File: config.mk
export PLATFORM = sky130hd
export DESIGN_NAME = aud_player
export DESIGN_NICKNAME = d
export VERILOG_FILES = /design/src/rtl/aud_pkg.sv /design/src/rtl/aud_lrc_edge.sv /design/src/rtl/aud_player.sv
export SDC_FILE = /design/constraint.sdc
export NUM_CORES = 1
export LEC_CHECK = 0
export BUFFER_PORTS_ARGS = -buffer_cell sky130_fd_sc_hd__buf_4
export CORE_MARGIN = 3
export CORE_UTILIZATION = 50
export CTS_CLUSTER_SIZE = 8
export DETAILED_ROUTE_END_ITERATION = 16
export PLACE_DENSITY = 0.67
export SKIP_CTS_REPAIR_TIMING = 1
export SLEW_MARGIN = 25
export SYNTH_ARGS = -nofsm -noshare
export SYNTH_HDL_FRONTEND = slang
export SYNTH_SLANG_ARGS = --single-unit
File: constraint.sdc
create_clock -name i_clk -period 2.2 [get_ports i_clk]
set_input_delay 0.44 -clock i_clk [delete_from_list [all_inputs] [get_ports i_clk]]
set_output_delay 0.44 -clock i_clk [all_outputs]
set_load 0.005 [all_outputs]
File: src/rtl/aud_pkg.sv
// aud_pkg: types and constants shared by the audio player and the audio recorder
package aud_pkg;
    localparam int AUD_DATA_W = 16;
    typedef enum logic [2:0] {IDLE, WAIT_FRAME, SEND, HOLD, PAUSED} aud_state_t;
endpackage

File: src/rtl/aud_lrc_edge.sv
// aud_lrc_edge: registers the codec LR clock and flags the left/right frame edges
//   clk   in  : BCLK
//   rst   in  : asynchronous active-high reset
//   lrc   in  : LR clock (low = left, high = right)
//   left  out : 1->0 transition seen this cycle (left frame starts)
//   right out : 0->1 transition seen this cycle (right frame starts)
module aud_lrc_edge (
    input  logic clk,
    input  logic rst,
    input  logic lrc,
    output logic left,
    output logic right
);
    logic lrc_q;
    always_ff @(posedge clk or posedge rst)
        if (rst) lrc_q <= 1'b0;
        else     lrc_q <= lrc;
    assign left  = lrc_q & ~lrc;
    assign right = ~lrc_q & lrc;
endmodule

File: src/rtl/aud_player.sv
// aud_player: one-entry sample buffer feeding an MSB-first serial DAC stream framed by LRC
//   i_clk        in  : BCLK
//   i_rst_n      in  : asynchronous active-high reset
//   i_lrc        in  : LR clock (low = left, high = right)
//   i_start      in  : pulse, begin or resume playback
//   i_pause      in  : pulse, pause after the current channel word
//   i_stop       in  : pulse, abort playback at once
//   i_valid      in  : i_data holds a sample
//   i_data       in  : two's-complement sample
//   o_ready      out : buffer empty and player active
//   o_aud_dacdat out : serial DAC data
//   o_underrun   out : sticky, a left frame began with an empty buffer
module aud_player
    import aud_pkg::*;
#(
    parameter int DATA_W    = AUD_DATA_W,
    parameter bit DUP_RIGHT = 1
) (
    input  logic              i_clk,
    input  logic              i_rst_n,
    input  logic              i_lrc,
    input  logic              i_start,
    input  logic              i_pause,
    input  logic              i_stop,
    input  logic              i_valid,
    input  logic [DATA_W-1:0] i_data,
    output logic              o_ready,
    output logic              o_aud_dacdat,
    output logic              o_underrun
);
    localparam int CW = $clog2(DATA_W);
    aud_state_t state, state_n;
    logic left, right, lrc_chg, last, load, pend, start_ok, clr, accept, smp_full;
    logic [DATA_W-1:0] smp, sr, held, ld_val;
    logic [CW-1:0] cnt;
    aud_lrc_edge u_lrc (
        .clk(i_clk),
        .rst(i_rst_n),
        .lrc(i_lrc),
        .left(left),
        .right(right)
    );
    assign lrc_chg      = left | right;
    assign last         = cnt == CW'(DATA_W - 1);
    assign start_ok     = i_start & ~i_pause & ~i_stop;
    assign clr          = start_ok & (state inside {IDLE, PAUSED});
    assign o_ready      = ~smp_full & (state != IDLE);
    assign accept       = i_valid & o_ready;
    assign o_aud_dacdat = (state == SEND) & sr[DATA_W-1];
    // left frames consume the buffer; right frames replay the held left word or stay silent
    assign ld_val = left ? (smp_full ? smp : '0) : (DUP_RIGHT ? held : '0);
    always_comb begin
        state_n = state;
        load    = 1'b0;
        case (state)
            IDLE, PAUSED: if (start_ok) state_n = WAIT_FRAME;
            WAIT_FRAME:
                if (i_pause) state_n = PAUSED;
                else if (left) begin
                    state_n = SEND;
                    load    = 1'b1;
                end
            SEND:
                // a pending pause lets the word finish (or be cut by a short frame) before stopping
                if (pend | i_pause) begin
                    if (lrc_chg | last) state_n = PAUSED;
                end else if (lrc_chg) load = 1'b1;
                else if (last) state_n = HOLD;
            HOLD:
                if (i_pause) state_n = PAUSED;
                else if (lrc_chg) begin
                    state_n = SEND;
                    load    = 1'b1;
                end
            default: state_n = IDLE;
        endcase
        if (i_stop) begin
            state_n = IDLE;
            load    = 1'b0;
        end
    end
    always_ff @(posedge i_clk or posedge i_rst_n)
        if (i_rst_n) begin
            state      <= IDLE;
            pend       <= 1'b0;
            smp_full   <= 1'b0;
            smp        <= '0;
            sr         <= '0;
            held       <= '0;
            cnt        <= '0;
            o_underrun <= 1'b0;
        end else begin
            state <= state_n;
            pend  <= (state_n == SEND) & (pend | i_pause);
            if (i_stop) smp_full <= 1'b0;
            else if (accept) begin
                smp_full <= 1'b1;
                smp      <= i_data;
            end else if (load & left) smp_full <= 1'b0;
            sr   <= i_stop ? '0 : load ? ld_val : (state == SEND) ? sr << 1 : sr;
            held <= i_stop ? '0 : (load & left) ? ld_val : held;
            cnt  <= (i_stop | load) ? '0 : (state == SEND && !last) ? cnt + CW'(1) : cnt;
            o_underrun <= (load & left & ~smp_full) | (o_underrun & ~clr);
        end
endmodule

==> flow_summary_export.csv <==
group,metric,value,unit
run_status,status,"completed",
yosys,syn_area,2930,um2
power_and_ir_drop,powerDensity,796,nW/um2
power_and_ir_drop,vdd_drop_max,0.611,mV
critical_path,r2r-start,"u_lrc.lrc_q",
yosys,yosysSeqAreaShare,50.5,%
yosys,synth_flop_cell,"dfrtp_1",
clock_network,cts.path.max_buffers,2,
yosys,synth_common_cells,"59 x dfrtp_1, 21 x a211oi_1, 19 x nand2b_1, 19 x o21ai_0",
floorplanning,initial_core_util,52.5,%
yosys,synth_compound_area_share,17.0,%
sta,timing.final.ws_setup,0.231,ns
sta,relSlewSlack,32.1,%
yosys,yosysMostFrequentCell,"dfrtp_1",
sta,max_freq,508,MHz
floorplanning,die_w,82.5,um
yosys,synth_area_leaders,"dfrtp_1 50%, mux2_2 6.5%, a211oi_1 5.4%",
sta,hold_violations,0,
critical_path,required,1.76,ns
global_routing,grt_pass1_wl,10100,um
sta,layout_min_cycle_time,1.97,ns
clock_network,clock-sinks,59,
critical_path,worst_setup_path_start_kind,"flop",
place,dpl.hpwl,4010,um
yosys,synthSimpleGateAreaFrac,15.0,%
route,vias,2151,
yosys,yosysWarningCount,0,
global_routing,grt.overflow.total,0,
clock_network,cts_root_buf,"clkbuf_8",
place,gp_congestion,0.890,
sta,rsz0062_at_grt,"no",
critical_path,timing.rr.end,"sr[11]",
place,port_buffers,25,
global_routing,grt_max_degree,60,
yosys,synth_fp_nets,284,
critical_path,worst-setup-path-type,"reg2out",
final_layout,drive_gt1_share,27.5,%
clock_network,cts_buffers,9,
place,dp_cells,347,
clock_network,cts_tree,"done",
clock_network,clk_pin_slew,0.07,ns
floorplanning,die_area,6800,um2
route,ant_nets,0,
yosys,synth_top_cell_by_area,"dfrtp_1",
critical_path,critical_path.endpoint,"o_ready",
floorplanning,ios,26,
critical_path,cp_data_arrival_time,1.53,ns
yosys,synth_seq_cells,59,
yosys,synth.distinct_cells,44,
route,vias_per_cell,5.93,
global_routing,grt_pass1_vias,2046,
yosys,avgSynthCellArea,11.3,um2
final_layout,antenna_cells,0,
route,drtPass1Iterations,4,
clock_network,insertion_delay,0.33,ns
global_routing,antenna_found_initial,0,
power_and_ir_drop,p_total,2.76,mW
yosys,yosysTopAreaCellShare,50.5,%
floorplanning,die_h,82.5,um
route,drt-total-wl,6010,um
sta,worst_slew_pin_slew,1.02,ns
critical_path,cp_max_fo,9,
sta,slew_viol_final,0,
yosys,synthArstFlopShare,100,%
sta,setup_viol,0,
critical_path,rrSetupSlack,0.28,ns
min_path,min_path_type,"in2async",
yosys,synth_top_family_by_area,"compound AO/OA/AOI/OAI gates",
final_layout,fin_nets,311,
yosys,syn_inst,259,
sta,fin_tns_setup,0,ns
floorplanning,rows,27,
run,drv_cap,0,
route,drt-initial-drc-count,184,
route,avgRoutedWirePerCell,16.6,um
critical_path,startpoint,"state[0]",
sta,fin_skew,0.00709,ns
yosys,synth_xor_area_share,0.599,%
critical_path,r2r_cells,6,
final_layout,area_growth,18.3,%
sta,holdWs,0.164,ns
sta,finalCritPeriodShare,89.5,%
yosys,synth_fa_ha_area_share,0.855,%
route,drc,0,
power_and_ir_drop,p_leak,1.50,nW
yosys,muxShareOfSynthArea,11.7,%
place,place_ws,0.0948,ns
clock_network,cts-htree-levels,3,
final_layout,fin_cells,363,
yosys,synth_edf_count,0,
global_routing,grt_use_total,20.1,%
critical_path,critPathCaptureType,"output pin",
floorplanning,core_area,5570,um2
==> cell families (layout without fill, tap and decap cells) <==
logic type      count (synthesis)  after routing
simple gates                   73             73
compound gates                 66             66
flops                          59             59
mux                            32             32
buf+inv                        25             57
fa+ha+maj                       2              2
xor+xnor                        2              2
==> report_power, final <==
group	switching [mW]	leakage (nW)	internal, mW	total, mW
clock network	0.436	0.126	0.785	1.22
logic	0.0985	0.583	0.136	0.234
registers	0.106	0.796	1.20	1.30
==> flip-flops by register name (all words and copies together), names as in the netlist, 3 cells and up <==
name	cells
cnt	4
held	16
smp	16
sr	16
state	3
==> final cells by class <==
cell class / count / area, um2
tap: 72 / 90.1
clock inverter: 6 / 113
timing repair buffer: 37 / 303
multi-input combinational: 175 / 1330
inverter: 4 / 15.0
fill: 449 / 2110
clock buffer: 10 / 138
sequential: 59 / 1480
==> metrics by stage <==
step           instance area, um2  util (%)
3_5_place_dp                 3210      57.6
6_report                     3460      62.1
4_1_cts                      3460      62.1
5_1_grt                      3460      62.1
2_1_floorplan                2930         -
3_3_place_gp                 3210      57.6
==> worst min-delay path by stage <==
stage                          start  slack, ns  depth (start not counted)           to
after floorplan                i_lrc       0.47                          0  u_lrc.lrc_q
after CTS                    i_rst_n       0.16                          3       smp[0]
after detailed placement     smp[15]       0.52                          1      smp[15]
final                        i_rst_n       0.16                          3  u_lrc.lrc_q
after global routing         i_rst_n       0.18                          3       smp[0]
after global placement    o_underrun       0.51                          1   o_underrun
==> per-layer routing <==
| layer | up-vias | track usage (%) | share of wire (%) |
|---|---|---|---|
| met5 | - | 0 | 0 |
| met4 | 0 | 7.52 | 1.3 |
| met3 | 9 | 5.21 | 4.9 |
| met2 | 60 | 27.2 | 43 |
| met1 | 1043 | 30.7 | 50 |
| li1 | 1039 | - | - |
==> layout by cell type (no fill, tap or decap), drive strengths merged, types with 3 or more instances in the layout <==
master	synthesis	layout
nand2b	19	19
bufinv	0	3
mux2	17	17
a21oi	4	4
nor2b	3	3
nand3	4	4
dfrtp	59	59
buf	9	37
nand4	17	17
a211oi	21	21
nor2	10	10
clkinv	1	4
clkbuf	12	10
a221oi	12	12
and3	5	5
o21ai	20	20
mux2i	15	15
nand2	4	4
inv	3	3
==> worst max-delay path, stage by stage (launching register included) <==
cell and delay (ns):
dfrtp_1 0.51, or2_1 0.39, nor2_1 0.12, nor2_1 0.04, buf_4 0.13
Power figures use the tool's default switching activity.
